--- src/rtl/layer1_sequencer_if.sv ---
// Control bundle between the Layer 1 sequencer, its input queue, weight path and Layer 2.
// master = sequencer side, slave = queue/datapath/Layer 2 side.
interface layer1_sequencer_if #(
    parameter int ADDR_WIDTH  = 10,
    parameter int COUNT_WIDTH = 10
);
    logic                   queueFinished;
    logic                   queueEmpty;
    logic [ADDR_WIDTH-1:0]  queueOut;
    logic                   cfgWriteActive;
    logic [ADDR_WIDTH-1:0]  cfgAddr;
    logic                   outputsRecieved;
    logic                   dequeue;
    logic [ADDR_WIDTH-1:0]  storeAddr;
    logic                   bufAWrite;
    logic                   bufBWrite;
    logic                   accClear;
    logic                   accEnable;
    logic                   reluTrigger;
    logic                   inputsRecieved;
    logic                   outputsReady;
    logic                   busy;
    logic [COUNT_WIDTH-1:0] inputCount;
    logic                   overflow;
    logic                   timeout;

    modport master (
        input  queueFinished, queueEmpty, queueOut, cfgWriteActive, cfgAddr, outputsRecieved,
        output dequeue, storeAddr, bufAWrite, bufBWrite, accClear, accEnable, reluTrigger,
               inputsRecieved, outputsReady, busy, inputCount, overflow, timeout
    );

    modport slave (
        output queueFinished, queueEmpty, queueOut, cfgWriteActive, cfgAddr, outputsRecieved,
        input  dequeue, storeAddr, bufAWrite, bufBWrite, accClear, accEnable, reluTrigger,
               inputsRecieved, outputsReady, busy, inputCount, overflow, timeout
    );
endinterface

--- src/rtl/layer1_sequencer.sv ---
// Frame sequencer for the Layer 1 datapath (queue -> weight buffers -> pStore -> RELU -> Layer 2).
// Optional output-handshake watchdog: define LAYER1_SEQ_TIMEOUT_EN.
module layer1_sequencer #(
    parameter int ADDR_WIDTH     = 10,
    parameter int MAX_INPUTS     = 784,
    parameter int COUNT_WIDTH    = 10,
    parameter int TIMEOUT_CYCLES = 1024
) (
    input logic                clk,
    input logic                reset,
    layer1_sequencer_if.master bus
);
    typedef enum logic [2:0] {IDLE, CLEAR, STREAM, DRAIN, RELU, OUTPUT} state_t;

    localparam logic [COUNT_WIDTH-1:0] CountMax = COUNT_WIDTH'(MAX_INPUTS);

    state_t                 state, stateNext;
    logic [ADDR_WIDTH-1:0]  fetchAddr;
    logic [COUNT_WIDTH-1:0] countReg;
    logic                   sel, pending, frameDone, readyReg, overflowReg;
    logic                   pop, frameEnd, giveUp;

    assign frameEnd = (state == OUTPUT) && (bus.outputsRecieved || giveUp);

`ifdef LAYER1_SEQ_TIMEOUT_EN
    localparam int TW = $clog2(TIMEOUT_CYCLES + 1);
    logic [TW-1:0] waitCnt;
    logic          timeoutReg;

    assign giveUp = (state == OUTPUT) && !bus.outputsRecieved &&
                    (waitCnt == TW'(TIMEOUT_CYCLES - 1));

    always_ff @(posedge clk or negedge reset) begin
        if (!reset) begin
            waitCnt    <= '0;
            timeoutReg <= 1'b0;
        end else begin
            waitCnt <= (state == OUTPUT && !frameEnd) ? waitCnt + 1'b1 : '0;
            if (giveUp) timeoutReg <= 1'b1;
        end
    end

    assign bus.timeout = timeoutReg;
`else
    assign giveUp      = 1'b0;
    assign bus.timeout = 1'b0;
`endif

    always_ff @(posedge clk or negedge reset) begin
        if (!reset) state <= IDLE;
        else        state <= stateNext;
    end

    always_comb begin
        stateNext          = state;
        pop                = 1'b0;
        bus.inputsRecieved = 1'b0;
        case (state)
            IDLE:   if (bus.queueFinished && !frameDone && !bus.cfgWriteActive) stateNext = CLEAR;
            CLEAR:  stateNext = STREAM;
            STREAM: begin
                // An empty queue ends the frame even while a config write holds the address.
                if (bus.queueEmpty) begin
                    stateNext          = DRAIN;
                    bus.inputsRecieved = 1'b1;
                end else if (!bus.cfgWriteActive) begin
                    pop = 1'b1;
                end
            end
            DRAIN:  stateNext = RELU;
            RELU:   stateNext = OUTPUT;
            OUTPUT: if (frameEnd) stateNext = IDLE;
            default: stateNext = IDLE;
        endcase
    end

    always_ff @(posedge clk or negedge reset) begin
        if (!reset) begin
            fetchAddr   <= '0;
            countReg    <= '0;
            sel         <= 1'b0;
            pending     <= 1'b0;
            frameDone   <= 1'b0;
            readyReg    <= 1'b0;
            overflowReg <= 1'b0;
        end else begin
            pending <= pop;
            if (state == CLEAR) begin
                countReg    <= '0;
                overflowReg <= 1'b0;
                sel         <= 1'b1;  // first entry of a frame lands in buffer A
            end
            if (pop) begin
                fetchAddr <= bus.queueOut;
                sel       <= ~sel;
                if (countReg == CountMax) overflowReg <= 1'b1;
                else                      countReg    <= countReg + 1'b1;
            end
            if (state == RELU) readyReg <= 1'b1;
            if (frameEnd) begin
                readyReg  <= 1'b0;
                frameDone <= 1'b1;
            end
            if (state == IDLE && !bus.queueFinished) frameDone <= 1'b0;
        end
    end

    // Config writes own the weight-storage address whenever they are active.
    assign bus.storeAddr    = bus.cfgWriteActive ? bus.cfgAddr : fetchAddr;
    assign bus.dequeue      = pop;
    assign bus.bufAWrite    = pop & sel;
    assign bus.bufBWrite    = pop & ~sel;
    assign bus.accClear     = (state == CLEAR);
    assign bus.accEnable    = pending && (state == STREAM || state == DRAIN);
    assign bus.reluTrigger  = (state == RELU);
    assign bus.outputsReady = readyReg;
    assign bus.busy         = (state != IDLE);
    assign bus.inputCount   = countReg;
    assign bus.overflow     = overflowReg;
endmodule
--- src/flat_wrapper.sv ---
// flat-port wrapper written by rule: the top's interface ports become plain ports
module layer1_sequencer_flat 
#(
    parameter int ADDR_WIDTH     = 10,
    parameter int MAX_INPUTS     = 784,
    parameter int COUNT_WIDTH    = 10,
    parameter int TIMEOUT_CYCLES = 1024
)
  (clk, reset, bus_queueFinished, bus_queueEmpty, bus_queueOut, bus_cfgWriteActive, bus_cfgAddr, bus_outputsRecieved, bus_dequeue, bus_storeAddr, bus_bufAWrite, bus_bufBWrite, bus_accClear, bus_accEnable, bus_reluTrigger, bus_inputsRecieved, bus_outputsReady, bus_busy, bus_inputCount, bus_overflow, bus_timeout);
  layer1_sequencer_if #(.ADDR_WIDTH(ADDR_WIDTH), .COUNT_WIDTH(COUNT_WIDTH)) bus_i ();
  input logic clk;
  input logic reset;
  input wire logic [$bits(bus_i.queueFinished)-1:0] bus_queueFinished;
  input wire logic [$bits(bus_i.queueEmpty)-1:0] bus_queueEmpty;
  input wire logic [$bits(bus_i.queueOut)-1:0] bus_queueOut;
  input wire logic [$bits(bus_i.cfgWriteActive)-1:0] bus_cfgWriteActive;
  input wire logic [$bits(bus_i.cfgAddr)-1:0] bus_cfgAddr;
  input wire logic [$bits(bus_i.outputsRecieved)-1:0] bus_outputsRecieved;
  output wire logic [$bits(bus_i.dequeue)-1:0] bus_dequeue;
  output wire logic [$bits(bus_i.storeAddr)-1:0] bus_storeAddr;
  output wire logic [$bits(bus_i.bufAWrite)-1:0] bus_bufAWrite;
  output wire logic [$bits(bus_i.bufBWrite)-1:0] bus_bufBWrite;
  output wire logic [$bits(bus_i.accClear)-1:0] bus_accClear;
  output wire logic [$bits(bus_i.accEnable)-1:0] bus_accEnable;
  output wire logic [$bits(bus_i.reluTrigger)-1:0] bus_reluTrigger;
  output wire logic [$bits(bus_i.inputsRecieved)-1:0] bus_inputsRecieved;
  output wire logic [$bits(bus_i.outputsReady)-1:0] bus_outputsReady;
  output wire logic [$bits(bus_i.busy)-1:0] bus_busy;
  output wire logic [$bits(bus_i.inputCount)-1:0] bus_inputCount;
  output wire logic [$bits(bus_i.overflow)-1:0] bus_overflow;
  output wire logic [$bits(bus_i.timeout)-1:0] bus_timeout;
  assign bus_i.queueFinished = bus_queueFinished;
  assign bus_i.queueEmpty = bus_queueEmpty;
  assign bus_i.queueOut = bus_queueOut;
  assign bus_i.cfgWriteActive = bus_cfgWriteActive;
  assign bus_i.cfgAddr = bus_cfgAddr;
  assign bus_i.outputsRecieved = bus_outputsRecieved;
  assign bus_dequeue = bus_i.dequeue;
  assign bus_storeAddr = bus_i.storeAddr;
  assign bus_bufAWrite = bus_i.bufAWrite;
  assign bus_bufBWrite = bus_i.bufBWrite;
  assign bus_accClear = bus_i.accClear;
  assign bus_accEnable = bus_i.accEnable;
  assign bus_reluTrigger = bus_i.reluTrigger;
  assign bus_inputsRecieved = bus_i.inputsRecieved;
  assign bus_outputsReady = bus_i.outputsReady;
  assign bus_busy = bus_i.busy;
  assign bus_inputCount = bus_i.inputCount;
  assign bus_overflow = bus_i.overflow;
  assign bus_timeout = bus_i.timeout;
  layer1_sequencer #(.ADDR_WIDTH(ADDR_WIDTH), .MAX_INPUTS(MAX_INPUTS), .COUNT_WIDTH(COUNT_WIDTH), .TIMEOUT_CYCLES(TIMEOUT_CYCLES)) u_core (.clk(clk), .reset(reset), .bus(bus_i));
endmodule
--- config.mk ---
export PLATFORM = sky130hd
export DESIGN_NAME = layer1_sequencer_flat
export DESIGN_NICKNAME = d
export VERILOG_FILES = /design/src/rtl/layer1_sequencer_if.sv /design/src/rtl/layer1_sequencer.sv /design/src/flat_wrapper.sv
export SDC_FILE = /design/constraint.sdc
export NUM_CORES = 1
export LEC_CHECK = 0
export CAP_MARGIN = 40
export CELL_PAD_IN_SITES_DETAIL_PLACEMENT = 0
export CELL_PAD_IN_SITES_GLOBAL_PLACEMENT = 2
export CORE_MARGIN = 2
export CORE_UTILIZATION = 23
export CTS_CLUSTER_DIAMETER = 60
export DETAILED_ROUTE_END_ITERATION = 6
export GPL_TIMING_DRIVEN = 0
export PLACE_DENSITY = 0.81
export SLEW_MARGIN = 20
export SYNTH_ARGS = -nofsm -noshare
export SYNTH_HDL_FRONTEND = slang
export SYNTH_SLANG_ARGS = --single-unit
--- constraint.sdc ---
create_clock -name clk -period 1.62 [get_ports clk]
set_clock_uncertainty 0.1 [all_clocks]
set_input_delay 0.405 -clock clk [delete_from_list [all_inputs] [get_ports clk]]
set_output_delay 0.405 -clock clk [all_outputs]
set_load 0.1 [all_outputs]
* After elaboration in Yosys (flattened, before gate mapping)
Cells that the tools add are included.
** Storage, ports and cells
- Input bits :: 26
- Output and inout port bits :: 31
- Register bits :: 28
- Word-level logic and storage cells :: 58
** Cells by class
- Eq/ne operators :: 9
- $add $sub $neg :: 1
- Bitwise operators :: 3
- Reduce and logical (&&, ||, !) cells :: 15
- Mux-type cells :: 22
** Operators by type and width (count)
- $mux 10 :: 4
- $pmux 3 s6 :: 1
- $mux 1 :: 14
- $add 10x1->10 const B :: 1
- $eq 10x10->1 const B :: 1
- $mux 3 :: 3
- $eq 3x2->1 const B :: 2
- $eq 3x3->1 const B :: 2
- $reduce_bool 2->1 :: 3
- $logic_and 1x1->1 :: 5
- $ne 2x1->1 const B :: 2
- $eq 3x1->1 const B :: 1
- $logic_not 1->1 :: 3
- $logic_not 3->1 :: 1
- $reduce_and 3->1 :: 1
- $reduce_bool 3->1 :: 1
- $and 1x1->1 :: 2
- $ne 2x2->1 const B :: 1
- $logic_or 1x1->1 :: 1
- $not 1->1 :: 1

* Depth between registers and ports, before layout
- Depth in word-level cells :: 5
- Gate-level depth with buffers :: 7
- Gate-level depth less buffers :: 6

* Worst setup path after synthesis
OpenSTA, ideal clock, no wires.
- Path type :: register to output
- From :: register u_core.state[0]
- To :: output bus_bufBWrite
- Cell stages (with the launch flop) :: 7
- Path slack :: -1.271 ns
- Arrival time :: 2.386 ns
- Path buffers :: 3
- Required time :: 1.115 ns
- Cells stage by stage :: dfrtp_1 > buf_6 > nor3b_4 > nand2_2 > buf_2 > buf_2 > nor2_1
** On the way
- Longest elaborated chain between the ends :: 3
** RTL lines
- from (decl) :: line layer1_sequencer.sv:17 : state_t state, stateNext;
- from (signal assigned) :: line layer1_sequencer.sv:51 : else state <= stateNext;
- $eq 3x2->1 :: line layer1_sequencer.sv:58 : case (state)
- $mux 1 :: line layer1_sequencer.sv:58
- $and 1x1->1 :: line layer1_sequencer.sv:112 : assign bus.bufBWrite = pop & ~sel;
- to (decl) :: line flat_wrapper.sv:22 : output wire logic [$bits(bus_i.bufBWrite)-1:0] bus_bufBWrite;
Every way passes these cells.

* Worst setup path in the final report
- From :: register u_core.state[1]
- To :: output bus_bufBWrite
The elaborated chain is that of the path after synthesis.

==> key figures <==
Floorplanning
  – Core ar.: approximately 6400 µm²
  – Die height: 85.7 µm
  – Die W: 85.7 µm
  – Initial core utilization: between 20 and 25%
  – Die area: 7340 µm²
  – Cell row count: 29
  – Top Ports: 57

STA
  – Tcrit/Tclk final: 138%
  – RSZ-0062 raised after global routing: true
  – Top achievable clock speed: 448 MHz
  – Final hold vios: 0
  – Min Tclk post-route: 2230 ps
  – Final setup violation count: 41
  – Worst setup margin: -610 ps
  – Slew HR: 54.5%
  – Final Max Slew Viols: 0
  – Setup TNS: -5910 ps
  – Slew of the pin with the lowest slew margin: about 680 ps

Synthesis
  – Sequential share of the synthesized area: a little under half
  – Syn Area/Cell: 9.30 µm²
  – Seq cells post-synth: 28
  – Top cells by area, synth: dfrtp_1 (46%), nand2_1 (9.8%), mux2_2 (8.1%), nor2_1 (2.9%), nand3_1 (2.6%)
  – Yosys warns: 0
  – Synth cell types: 43
  – Post-synthesis async set-or-reset flop share: 100%
  – EDFF count, synth: 0
  – Post-Syn Area: 1540 µm²
  – Post-synth top cells: nand2_1 (40), dfrtp_1 (28), nor2_1 (12)
  – Post-synth top flop: dfrtp_1
  – Yosys top cell by area: dfrtp_1
  – Syn Nets: approximately 190
  – Cell with the most instances after synthesis: nand2_1
  – Cells after Synth: 165
  – Synth top area share: between 40% and 50%

Drt
  – Drt pass-1 iters: 4
  – Number of remaining DRC errors: 0
  – DRT iter0 DRCs: 57
  – DR vias: 1,668
  – Wire length per cell: 14.4 µm
  – Post-Route WL: 5270 µm
  – Via density: 4.54
  – Final ANT Viol Nets: 0

Clock tree
  – Clock latency at the later pin of the worst-skew pair: 280 ps
  – Root Buffer: clkbuf_8
  – Worst-case clock buffer depth: 2
  – # hold bufs at CTS: 0
  – Clk pin slew, worst setup/hold paths: 100 ps
  – H-Tree Depth: 1
  – CTS tree: done
  – TritonCTS Buffers: 3
  – Clock Sinks: 28

Place
  – Post-Place Cells: 327
  – Hpwl dp: 3170 µm
  – Placed cell area: 2790 µm²
  – RePlAce Congestion: 0.786
  – Port Buffers: 55

Cells and area
  – Footprint of the multi-input gates: 957 µm²
  – Layout cells sized above 1: 57.9%
  – Final instance area: 3390 µm²
  – Core Util, Final: 53.1%
  – Diode count: 0
  – Area grow syn2layout: 121%
  – Nets: ~320
  – Filler cell count: around 570
  – Layout Cells excl Fill: 367
  – Seq. cell area: about 720 µm²

Setup path
  – Worst setup SP type: flop
  – Worst EP required: between 1000 and 1500 ps
  – Worst Setup End Kind: primary output
  – Critical path class: reg2out
  – Critical path peak fanout: 7
  – Signal arrival time at the worst endpoint: roughly 1700 ps

GRT
  – Global route overflow: 0
  – All-Layer GR Usage: 14.5%
  – First-pass GRT wire length: 8560 µm
  – Pin count of the biggest net entering global routing: 29
  – Vias in the first global route: 1,755
  – Antenna violations before repair: 0

Run status
  – Violated checks: setup timing
  – Outcome: complete, but fails checks

Power and ir drop
  – VDD IR max: 1.16 mV
  – Power per standard cell area: 1570 nW/µm²
  – Total power: 5.31 mW
  – LEAKAGE: roughly 1.6 nW

Worst hold path
  – Hold Path Class: in2async

Run
  – Max Cap Viol: 0
metrics by stage:
stage | hold slack (ps) | setup slack (ps)
after global routing | 88.8 | -695
after detailed placement | 371 | -1250
final | 54.7 | -610
after CTS | 81.5 | -621
after global placement | 362 | -1650
after floorplan | 9.41 | -428
sequential cells by signal, summed over array words and instances (netlist names):
signal                   flops
u_core.state                 3
u_core.bus.inputCount       10
u_core.bus.outputsReady      1
u_core.sel                   1
u_core.fetchAddr            10
u_core.bus.overflow          1
u_core.pending               1
u_core.frameDone             1
placed cells by master, fill, tap and decap left out, types with 7 or more instances in the layout:
cell             Yosys  layout
nand3_1              8       7
nand2_1             40      33
dfrtp_2              0       8
clkdlybuf4s50_1      0      13
dfrtp_1             28      17
buf_4                2      44
mux2_4               0      11
dlygate4sd2_1        0      10
nor2_1              12       8
nand2_2              1       7
buf_12               0      30
buf_6                1      16
worst max-delay path, stage by stage (launching register included):
cell and delay, ps:
dfrtp_1 360, buf_6 120, nor3b_4 220, nand2_2 80
buf_6 130, buf_8 110, buf_8 110, nor2_4 100
clkbuf_16 210
layout make-up:
class,instances,area share (%)
buffer,6,2.44
timing repair buffer,123,42.6
inverter,5,0.959
tap,77,2.84
sequential,28,21.3
multi-input combinational,124,28.2
clock buffer,4,1.62
cell families (layout without fill, tap and decap cells):
| group | Yosys count | in the layout | synth area share, % |
|---|---|---|---|
| fa+ha+maj | 2 | 2 | 1.63 |
| mux | 13 | 13 | 9.37 |
| compound gates | 17 | 17 | 8.72 |
| simple gates | 90 | 90 | 29.3 |
| other cells | 1 | 1 | 0.244 |
| xor+xnor | 1 | 1 | 0.571 |
| buf+inv | 13 | 138 | 4.48 |
| flops | 28 | 28 | 45.6 |
worst paths after layout:
| kind | slack (ps) | from | end | cells past startpoint |
|---|---|---|---|---|
| min in group clk | 390 | u_core.fetchAddr[4] | u_core.fetchAddr[4] | 2 |
| setup / recovery | -610 | u_core.state[1] | bus_bufBWrite | 8 |
| hold reg to reg | 390 | u_core.fetchAddr[4] | u_core.fetchAddr[4] | 2 |
| hold / removal | 50 | reset | u_core.bus.overflow | 1 |
| setup reg to reg | -220 | u_core.state[1] | u_core.bus.inputCount[4] | 10 |
| max in group asynchronous | 860 | reset | u_core.bus.inputCount[2] | 1 |
power breakdown:
group	total [mW]	switching, mW	internal, mW
clock network	0.451	0.233	0.218
logic	3.78	2.05	1.74
registers	1.07	0.156	0.916
total	5.31	2.44	2.87
timing repair:
item	4_1_cts	5_1_grt
endpoints found under the setup margin	41	46
resized for setup	115	28
gates cloned	1	1
pin swaps	21	13
setup buffers	37	23
routing by layer:
metal | part of all wire, % | vias up | global-route usage [%] | wire length [µm]
li1 | - | 815 | - | -
met1 | 43 | 810 | 18.9 | 2280
met2 | 51 | 41 | 25.6 | 2710
met5 | 0 | - | 0 | 0
met3 | 5.0 | 2 | 2.02 | 261
met4 | 0.42 | 0 | 3.17 | 22
(Power assumes the default switching activity.)
